<file path="src/rtl/display_pkg.sv">
// Shared types and constants for the seven-segment display formatter.
// Segment patterns are active-low, bit order {g,f,e,d,c,b,a}.
package display_pkg;

    typedef enum logic [1:0] {
        IDLE  = 2'd0,
        SHIFT = 2'd1,
        DONE  = 2'd2
    } state_t;

    localparam logic [6:0] SEG_BLANK = 7'h7F;
    localparam logic [6:0] SEG_DASH  = 7'h3F;

    // Enough BCD digits to hold any 32-bit unsigned value.
    localparam int BCD_DIGITS = 10;

    localparam logic [6:0] SEG_TABLE [16] = '{
        7'h40, 7'h79, 7'h24, 7'h30, 7'h19, 7'h12, 7'h02, 7'h78,
        7'h00, 7'h10, 7'h08, 7'h03, 7'h46, 7'h21, 7'h06, 7'h0E
    };

endpackage

</file>
<file path="src/rtl/seg7_encode.sv">
// Combinational nibble to active-low seven-segment pattern, with forced blank.
module seg7_encode
    import display_pkg::*;
(
    input  logic [3:0] nibble,
    input  logic       blank,
    output logic [6:0] seg
);

    assign seg = blank ? SEG_BLANK : SEG_TABLE[nibble];

endmodule

</file>
<file path="src/rtl/display_formatter.sv">
// Formats a 32-bit CPU display word onto eight HEX displays, in hex or in
// unsigned decimal via a bit-serial double-dabble engine; outputs update atomically.
module display_formatter
    import display_pkg::*;
#(
    parameter int NUM_DIGITS = 8,
    parameter int DATA_W     = 32,
    parameter int CNT_W      = 6
) (
    input  logic                    clk,
    input  logic                    rst_n,
    input  logic [DATA_W-1:0]       value,
    input  logic                    dec_mode,
    input  logic                    blank_lz,
    output logic [NUM_DIGITS*7-1:0] segs,
    output logic                    busy,
    output logic                    overflow
);

    localparam int BCD_W = 4 * BCD_DIGITS;

    state_t state_reg, state_next;

    logic                    pending_reg;
    logic [DATA_W-1:0]       last_value_reg;
    logic                    last_mode_reg;
    logic                    last_lz_reg;
    logic [DATA_W-1:0]       bin_sr_reg;
    logic [BCD_W-1:0]        bcd_sr_reg;
    logic [CNT_W-1:0]        cnt_reg;
    logic [NUM_DIGITS*7-1:0] segs_reg;
    logic                    busy_reg;
    logic                    overflow_reg;

    logic                    change;
    logic [BCD_W-1:0]        bcd_adj;
    logic [BCD_W+DATA_W-1:0] dd_next;
    logic [3:0]              dig_nib [NUM_DIGITS];
    logic [NUM_DIGITS-1:0]   dig_blank;
    logic [NUM_DIGITS:1]     zero_above;
    logic [6:0]              dig_seg [NUM_DIGITS];
    logic [NUM_DIGITS*7-1:0] seg_word;
    logic                    ovf_next;

    assign change = pending_reg
                 || (value    != last_value_reg)
                 || (dec_mode != last_mode_reg)
                 || (blank_lz != last_lz_reg);

    // Double-dabble step: add-3 correction on every digit, then a joint left shift.
    generate
        for (genvar gi = 0; gi < BCD_DIGITS; gi++) begin : g_adj
            assign bcd_adj[4*gi +: 4] = (bcd_sr_reg[4*gi +: 4] >= 4'd5)
                                      ? bcd_sr_reg[4*gi +: 4] + 4'd3
                                      : bcd_sr_reg[4*gi +: 4];
        end
    endgenerate

    assign dd_next  = {bcd_adj, bin_sr_reg} << 1;
    assign ovf_next = last_mode_reg && (|bcd_sr_reg[BCD_W-1:4*NUM_DIGITS]);

    // zero_above[i] is set when digits i..NUM_DIGITS-1 are all zero.
    assign zero_above[NUM_DIGITS] = 1'b1;

    generate
        for (genvar gi = 0; gi < NUM_DIGITS; gi++) begin : g_digit
            assign dig_nib[gi] = last_mode_reg ? bcd_sr_reg[4*gi +: 4]
                                               : last_value_reg[4*gi +: 4];
            if (gi == 0) begin : g_lsd
                assign dig_blank[gi] = 1'b0;
            end else begin : g_upper
                assign zero_above[gi] = zero_above[gi+1] && (dig_nib[gi] == 4'd0);
                assign dig_blank[gi]  = last_lz_reg && zero_above[gi];
            end

            seg7_encode u_enc (
                .nibble (dig_nib[gi]),
                .blank  (dig_blank[gi]),
                .seg    (dig_seg[gi])
            );

            assign seg_word[7*gi +: 7] = ovf_next ? SEG_DASH : dig_seg[gi];
        end
    endgenerate

    always_comb begin
        state_next = state_reg;
        case (state_reg)
            IDLE:    if (change) state_next = dec_mode ? SHIFT : DONE;
            SHIFT:   if (cnt_reg == CNT_W'(DATA_W-1)) state_next = DONE;
            DONE:    state_next = IDLE;
            default: state_next = IDLE;
        endcase
    end

    always_ff @(posedge clk) begin
        if (!rst_n) state_reg <= IDLE;
        else        state_reg <= state_next;
    end

    always_ff @(posedge clk) begin
        if (!rst_n) begin
            pending_reg    <= 1'b1;
            last_value_reg <= '0;
            last_mode_reg  <= 1'b0;
            last_lz_reg    <= 1'b0;
            bin_sr_reg     <= '0;
            bcd_sr_reg     <= '0;
            cnt_reg        <= '0;
            segs_reg       <= '1;
            busy_reg       <= 1'b0;
            overflow_reg   <= 1'b0;
        end else begin
            case (state_reg)
                IDLE: begin
                    if (change) begin
                        last_value_reg <= value;
                        last_mode_reg  <= dec_mode;
                        last_lz_reg    <= blank_lz;
                        pending_reg    <= 1'b0;
                        busy_reg       <= 1'b1;
                        bin_sr_reg     <= value;
                        bcd_sr_reg     <= '0;
                        cnt_reg        <= '0;
                    end
                end
                SHIFT: begin
                    {bcd_sr_reg, bin_sr_reg} <= dd_next;
                    cnt_reg                  <= cnt_reg + 1'b1;
                end
                DONE: begin
                    segs_reg     <= seg_word;
                    overflow_reg <= ovf_next;
                    busy_reg     <= 1'b0;
                end
                default: ;
            endcase
        end
    end

    assign segs     = segs_reg;
    assign busy     = busy_reg;
    assign overflow = overflow_reg;

endmodule

</file>
<file path="config.mk">
export PLATFORM = sky130hd
export DESIGN_NAME = display_formatter
export DESIGN_NICKNAME = d
export VERILOG_FILES = /design/src/rtl/display_pkg.sv /design/src/rtl/seg7_encode.sv /design/src/rtl/display_formatter.sv
export SDC_FILE = /design/constraint.sdc
export NUM_CORES = 1
export LEC_CHECK = 0
export CORE_ASPECT_RATIO = 1.5
export CORE_UTILIZATION = 30
export DETAILED_ROUTE_END_ITERATION = 12
export GPL_ROUTABILITY_DRIVEN = 1
export PLACE_DENSITY_LB_ADDON = 0.08
export SYNTH_ARGS = -nofsm -noshare
export SYNTH_HDL_FRONTEND = slang
export SYNTH_SLANG_ARGS = --single-unit
</file>
<file path="constraint.sdc">
create_clock -name clk -period 5.8 [get_ports clk]
set_input_delay 1.45 -clock clk [delete_from_list [all_inputs] [get_ports clk]]
set_output_delay 1.45 -clock clk [all_outputs]
set_load 0.02 [all_outputs]
</file>
# Word level (Yosys, flattened, before mapping)
# Memory sizes are Yosys's and may differ from the RTL's.
# Index checks and enable logic that the tools add are counted.
# word_totals
inputBits	36
mem_bits_ro	896
mem_count	8
out_inout_bits	58
ff_bits	173
# memory_table
memory	depth	word_bits	rd	rd_ports_with_merged_regs	write_ports	line	text
(no name shown)	16	7	1	0	0	seg7_encode.sv:10	assign seg = blank ? SEG_BLANK : SEG_TABLE[nibble];
(no name shown)	16	7	1	0	0	seg7_encode.sv:10	
(no name shown)	16	7	1	0	0	seg7_encode.sv:10	
(no name shown)	16	7	1	0	0	seg7_encode.sv:10	
(no name shown)	16	7	1	0	0	seg7_encode.sv:10	
(no name shown)	16	7	1	0	0	seg7_encode.sv:10	
+2 memories	-	-	-	-	-	-	
# op_classes
n_bitwise	8
magnitude_cmp	18
n_reduce_logical	32
mux	61
n_eq_ne	8
add_sub_neg	11
# op_table
cell	count
$mux W7	31
$pmux W40 S2	1
$mux W4	17
$pmux W32 S2	1
$ge A4 B3 Y1 const B	10
$ge A5 B5 Y1 const B	8
$mux W40	1
$not A4 Y5	8
$add A4 B2 Y4 const B	9
$mux W32	1
$ne A32 B32 Y1	1
$logic_not A4 Y1	7
$logic_and A1 B1 Y1	14
$pmux W6 S2	1
$reduce_and A2 Y1	4
$reduce_or A8 Y1	1
$add A6 B1 Y6 const B	1
$eq A6 B5 Y1 const B	1
$mux W2	3
$mux W6	1
$ne A2 B2 Y1 const B	2
$pmux W2 S2	1
$reduce_bool A2 Y1	2
$add A3 B2 Y3 const B	1
8 further kinds	11

# Longest topological paths before layout
# depth
depth_word	11
ltp_mapped	12

# Cells and area by module
# A second synthesis with hierarchy kept.
# unflattened
cells_unflattened	1432
area_unflattened_um2	11688.7
# modules_own_cells
module	n_inst	seq_area_each_um2	area_per_inst_um2	cells_each
display_formatter	1	3463.3	9283.9	1149
seg7_encode (g_digit[0].u_enc ...)	7	0.0	299.0	35
seg7_encode (g_digit[3].u_enc)	1	0.0	311.5	38

# Least setup slack after synthesis
# Ideal clock, no wire load.
# synth_path
path_kind	input port to flip-flop
start	in value[4]
end	reg bcd_sr_reg[24]
required_time_ns	5.713
setup_slack_ns	2.623
cell_stages	7
t_arrival_ns	3.090
path_buffers	1
cell_sequence	xor2_1 nor4_1 nand3_2 o41ai_4 buf_2 nand3_1 o31ai_1
# synth_between
elab_chain_len	6
# synth_lines
element	line	text
start, declared	display_formatter.sv:12	input logic [DATA_W-1:0] value,
$ne A32 B32 Y1	display_formatter.sv:46	|| (value != last_value_reg)
$logic_or A1 B1 Y1	display_formatter.sv:46	
$logic_or A1 B1 Y1	display_formatter.sv:47	|| (dec_mode != last_mode_reg)
$logic_or A1 B1 Y1	display_formatter.sv:48	|| (blank_lz != last_lz_reg);
$ne A2 B2 Y1 (no source line)	-	
$reduce_and A2 Y1 (no source line)	-	
end signal, assigned	display_formatter.sv:128	{bcd_sr_reg, bin_sr_reg} <= dd_next;
end, declared	display_formatter.sv:29	logic [BCD_W-1:0] bcd_sr_reg;
# No other way between the ends.
# A chain may end at the register's enable or synchronous reset.

# Worst setup path in the final report
# layout_path
start	in value[27]
end	reg bcd_sr_reg[11]
# Same word-level chain as after synthesis.

==> results.md <==
- Status: completed
- Clk Latency, worst-skew pair: 0.45 ns
- Iter 0 DRT Violations: 387
- Number of global-route vias before repair: 8,342
- Critical Path RT: 6.17 ns
- Core Rows: 81
- Skew final: 0.0126 ns
- Core Area: 0.0325 mm^2
- Drt total wl: 29,600 um
- GRT Util Overall: 18.2%
- Final ANT Viol Nets: 0
- IO Port Bufs: 93
- TritonCTS clock tree: yes
- Pleak: 4.54 nW
- Commonest cells after routing, fill and taps aside: 172 x dfxtp_1, 170 x nand2_1, 111 x o21ai_0
- Synth area leaders: dfxtp_1 35%, ha_1 8.1%, nand2_1 6.4%
- Seq cells post-synth: 173
- P per Cell Area: 306 mW/mm^2
- Hpwl dp: 20,900 um
- Post-synth ARST share: 0%
- CTS Buf Count: 17
- Clock Tree Buf Depth: 2
- Power, Total: 0.00359 W
- Hold buffer count at CTS: 0
- Initial antenna violation count: 0
- First-pass GRT wire length: 47,100 um
- # setup viols final: 0
- Main flop type after synthesis: dfxtp_1
- Max FFs per register: 56
- Slew HR: 11.0%
- Via density: 5.18
- VDD IR max: 0.210 mV
- Post-CTS Setup Repair Bufs: 0
- Setup TNS: 0 ns
- DR vias: 8,802
- Number of synthesized flops with an enable pin: 0
- Starting density of the core: 30.4%
- Synth cell types: 65
- Wirelength per Cell: 17.4 um
- Largest net degree at the start of global routing: 69
- Worst path arrival time: 3.99 ns
- Gp weighted congestion: 0.794
- Die Ht: 224 um
- Max Freq: 276 MHz
- HP Class: reg -> reg
- Most common cell after layout, fill and taps aside: dfxtp_1
- GRT overflow: 0
- Top Metal Used: met4
- FILL cells: 3,394
- Critical path class: in -> reg
- Clk slew on worst S/H paths: 0.07 ns
- Crit-path max FO: 36
- Die W: 150 um
- Leading area contributor after synthesis: dfxtp_1
- Synthesized Nets: 1,322
- WL met1: 14,200 um
- RSZ-0062 raised after global routing: false
- Worst Tran Pin Value: 1.30 ns
- Sink Count: 173
- Final cycle utilization of the critical path: 62.4%
- Crit end category: register
- Cells after Synth: 1,222
- CTS root buffer: clkbuf_16
- Share of layout cells above drive strength 1: 7.00%
- # nets final: 1,373
- DR WL met2: 14,200 um
- Die area: 0.0337 mm^2
- Synthesis-to-layout area growth: 18.6%
- Storage cell area: 0.00346 mm^2
- Sequential fraction of the synthesis area: 35.0%
- Final Hold Fails: 0
- Antenna diodes: 0
- H-tree Lvls: 4
- Area of the multi-input gates: 0.00594 mm^2
- Avg Cell Area, Syn: 8.10 um^2
- CTS resizes: 0
- WL met3: 860 um
- Synth Cell Area: 0.00990 mm^2
- DR pass1 iterations: 5
- Count of pins over their slew limit: 0
- IO Pins: 94
- Remaining DRCs: 0
- R2R setup slack: 2.28 ns
- Top cell type's share of synthesized area: 35.0%
- Warnings, synthesis: 0
- Startpoint Class: input port
- Max_cap viols: 0
- Tmin final: 3.62 ns
## routing by layer
metal  track usage [%]  vias up
met5                 0        -
met3              2.86       21
met1              23.6     4147
met4              5.57        0
li1                  -     4490
met2              30.5      144
## stage by stage
| stage | util (%) | instance area, um^2 | hold WS [ns] | setup WS [ns] | std cells |
|---|---|---|---|---|---|
| finish | 36.1 | 11700 | 0.447 | 2.18 | 1700 |
| global route | 36.1 | 11700 | 0.473 | 2.01 | 1700 |
| CTS | 36.1 | 11700 | 0.448 | 2.17 | 1700 |
| detailed placement | 34.2 | 11100 | 0.437 | 1.70 | 1669 |
| global placement | 34.2 | 11100 | 0.432 | 1.67 | 1669 |
| floorplan | - | 9900 | 0.423 | 2.62 | 1222 |
## kinds of logic after synthesis
logic type | count (synthesis) | synth area share [%]
adder cells (fa/ha/maj) | 64 | 8.09
buffers and inverters | 122 | 5.21
AO/OA/AOI/OAI | 346 | 21.9
XOR/XNOR | 53 | 4.69
AND/OR/NAND/NOR | 409 | 18.9
multiplexers | 55 | 6.29
flip-flops | 173 | 35.0
## where the power goes
| group | switching [W] | leakage [nW] | internal, W |
|---|---|---|---|
| clock | 0.000530 | 0.293 | 0.000690 |
| combinational | 0.000589 | 2.83 | 0.000376 |
| sequential | 0.000102 | 1.42 | 0.00131 |
| total | 0.00122 | 4.54 | 0.00237 |
## path summary, 6_finish.rpt
check,startpoint,to,cells after the start
max,value[27],bcd_sr_reg[11],8
min,pending_reg,pending_reg,2
max reg2reg,last_mode_reg,segs[13],7
min reg2reg,pending_reg,pending_reg,2
## worst max-delay path, cell delays in order
cell	delay, ns
clkdlybuf4s50_1	0.49
xor2_1	0.18
nor4_1	0.44
nand4_1	0.34
o41ai_4	0.32
buf_4	0.45
o21ai_0	0.16
a21oi_1	0.15
## layout make-up
type | instances | share of cell area (%)
Multi-Input combinational cell | 927 | 50.6
Sequential cell | 173 | 29.5
Timing Repair Buffer | 109 | 8.93
Tap cell | 415 | 4.42
Clock buffer | 18 | 3.74
Inverter | 45 | 1.44
Clock inverter | 13 | 1.40
## cells in the mapped netlist (3+ instances only)
cell type,instances
ha_1,64
nor2_1,74
buf_1,3
a22oi_1,35
o22a_1,4
xnor2_1,11
nand3_1,76
nand2b_1,12
a31oi_1,33
o22ai_1,11
dfxtp_1,173
nand2_1,170
buf_2,13
xor2_1,42
inv_1,44
o211ai_1,13
a21oi_1,75
mux4_2,4
mux2_2,18
buf_4,3
o31ai_1,9
nor2b_1,3
a2111oi_0,4
clkbuf_1,54
and3_1,3
buf_6,4
nand4_1,12
a211oi_1,10
or2_2,5
nor3_1,30
nor4_1,8
a221oi_1,11
o21ai_0,111
o32ai_1,3
mux2i_1,33
nor3b_1,5
a311oi_1,4
Note: power is estimated with default switching activity, not from simulation.
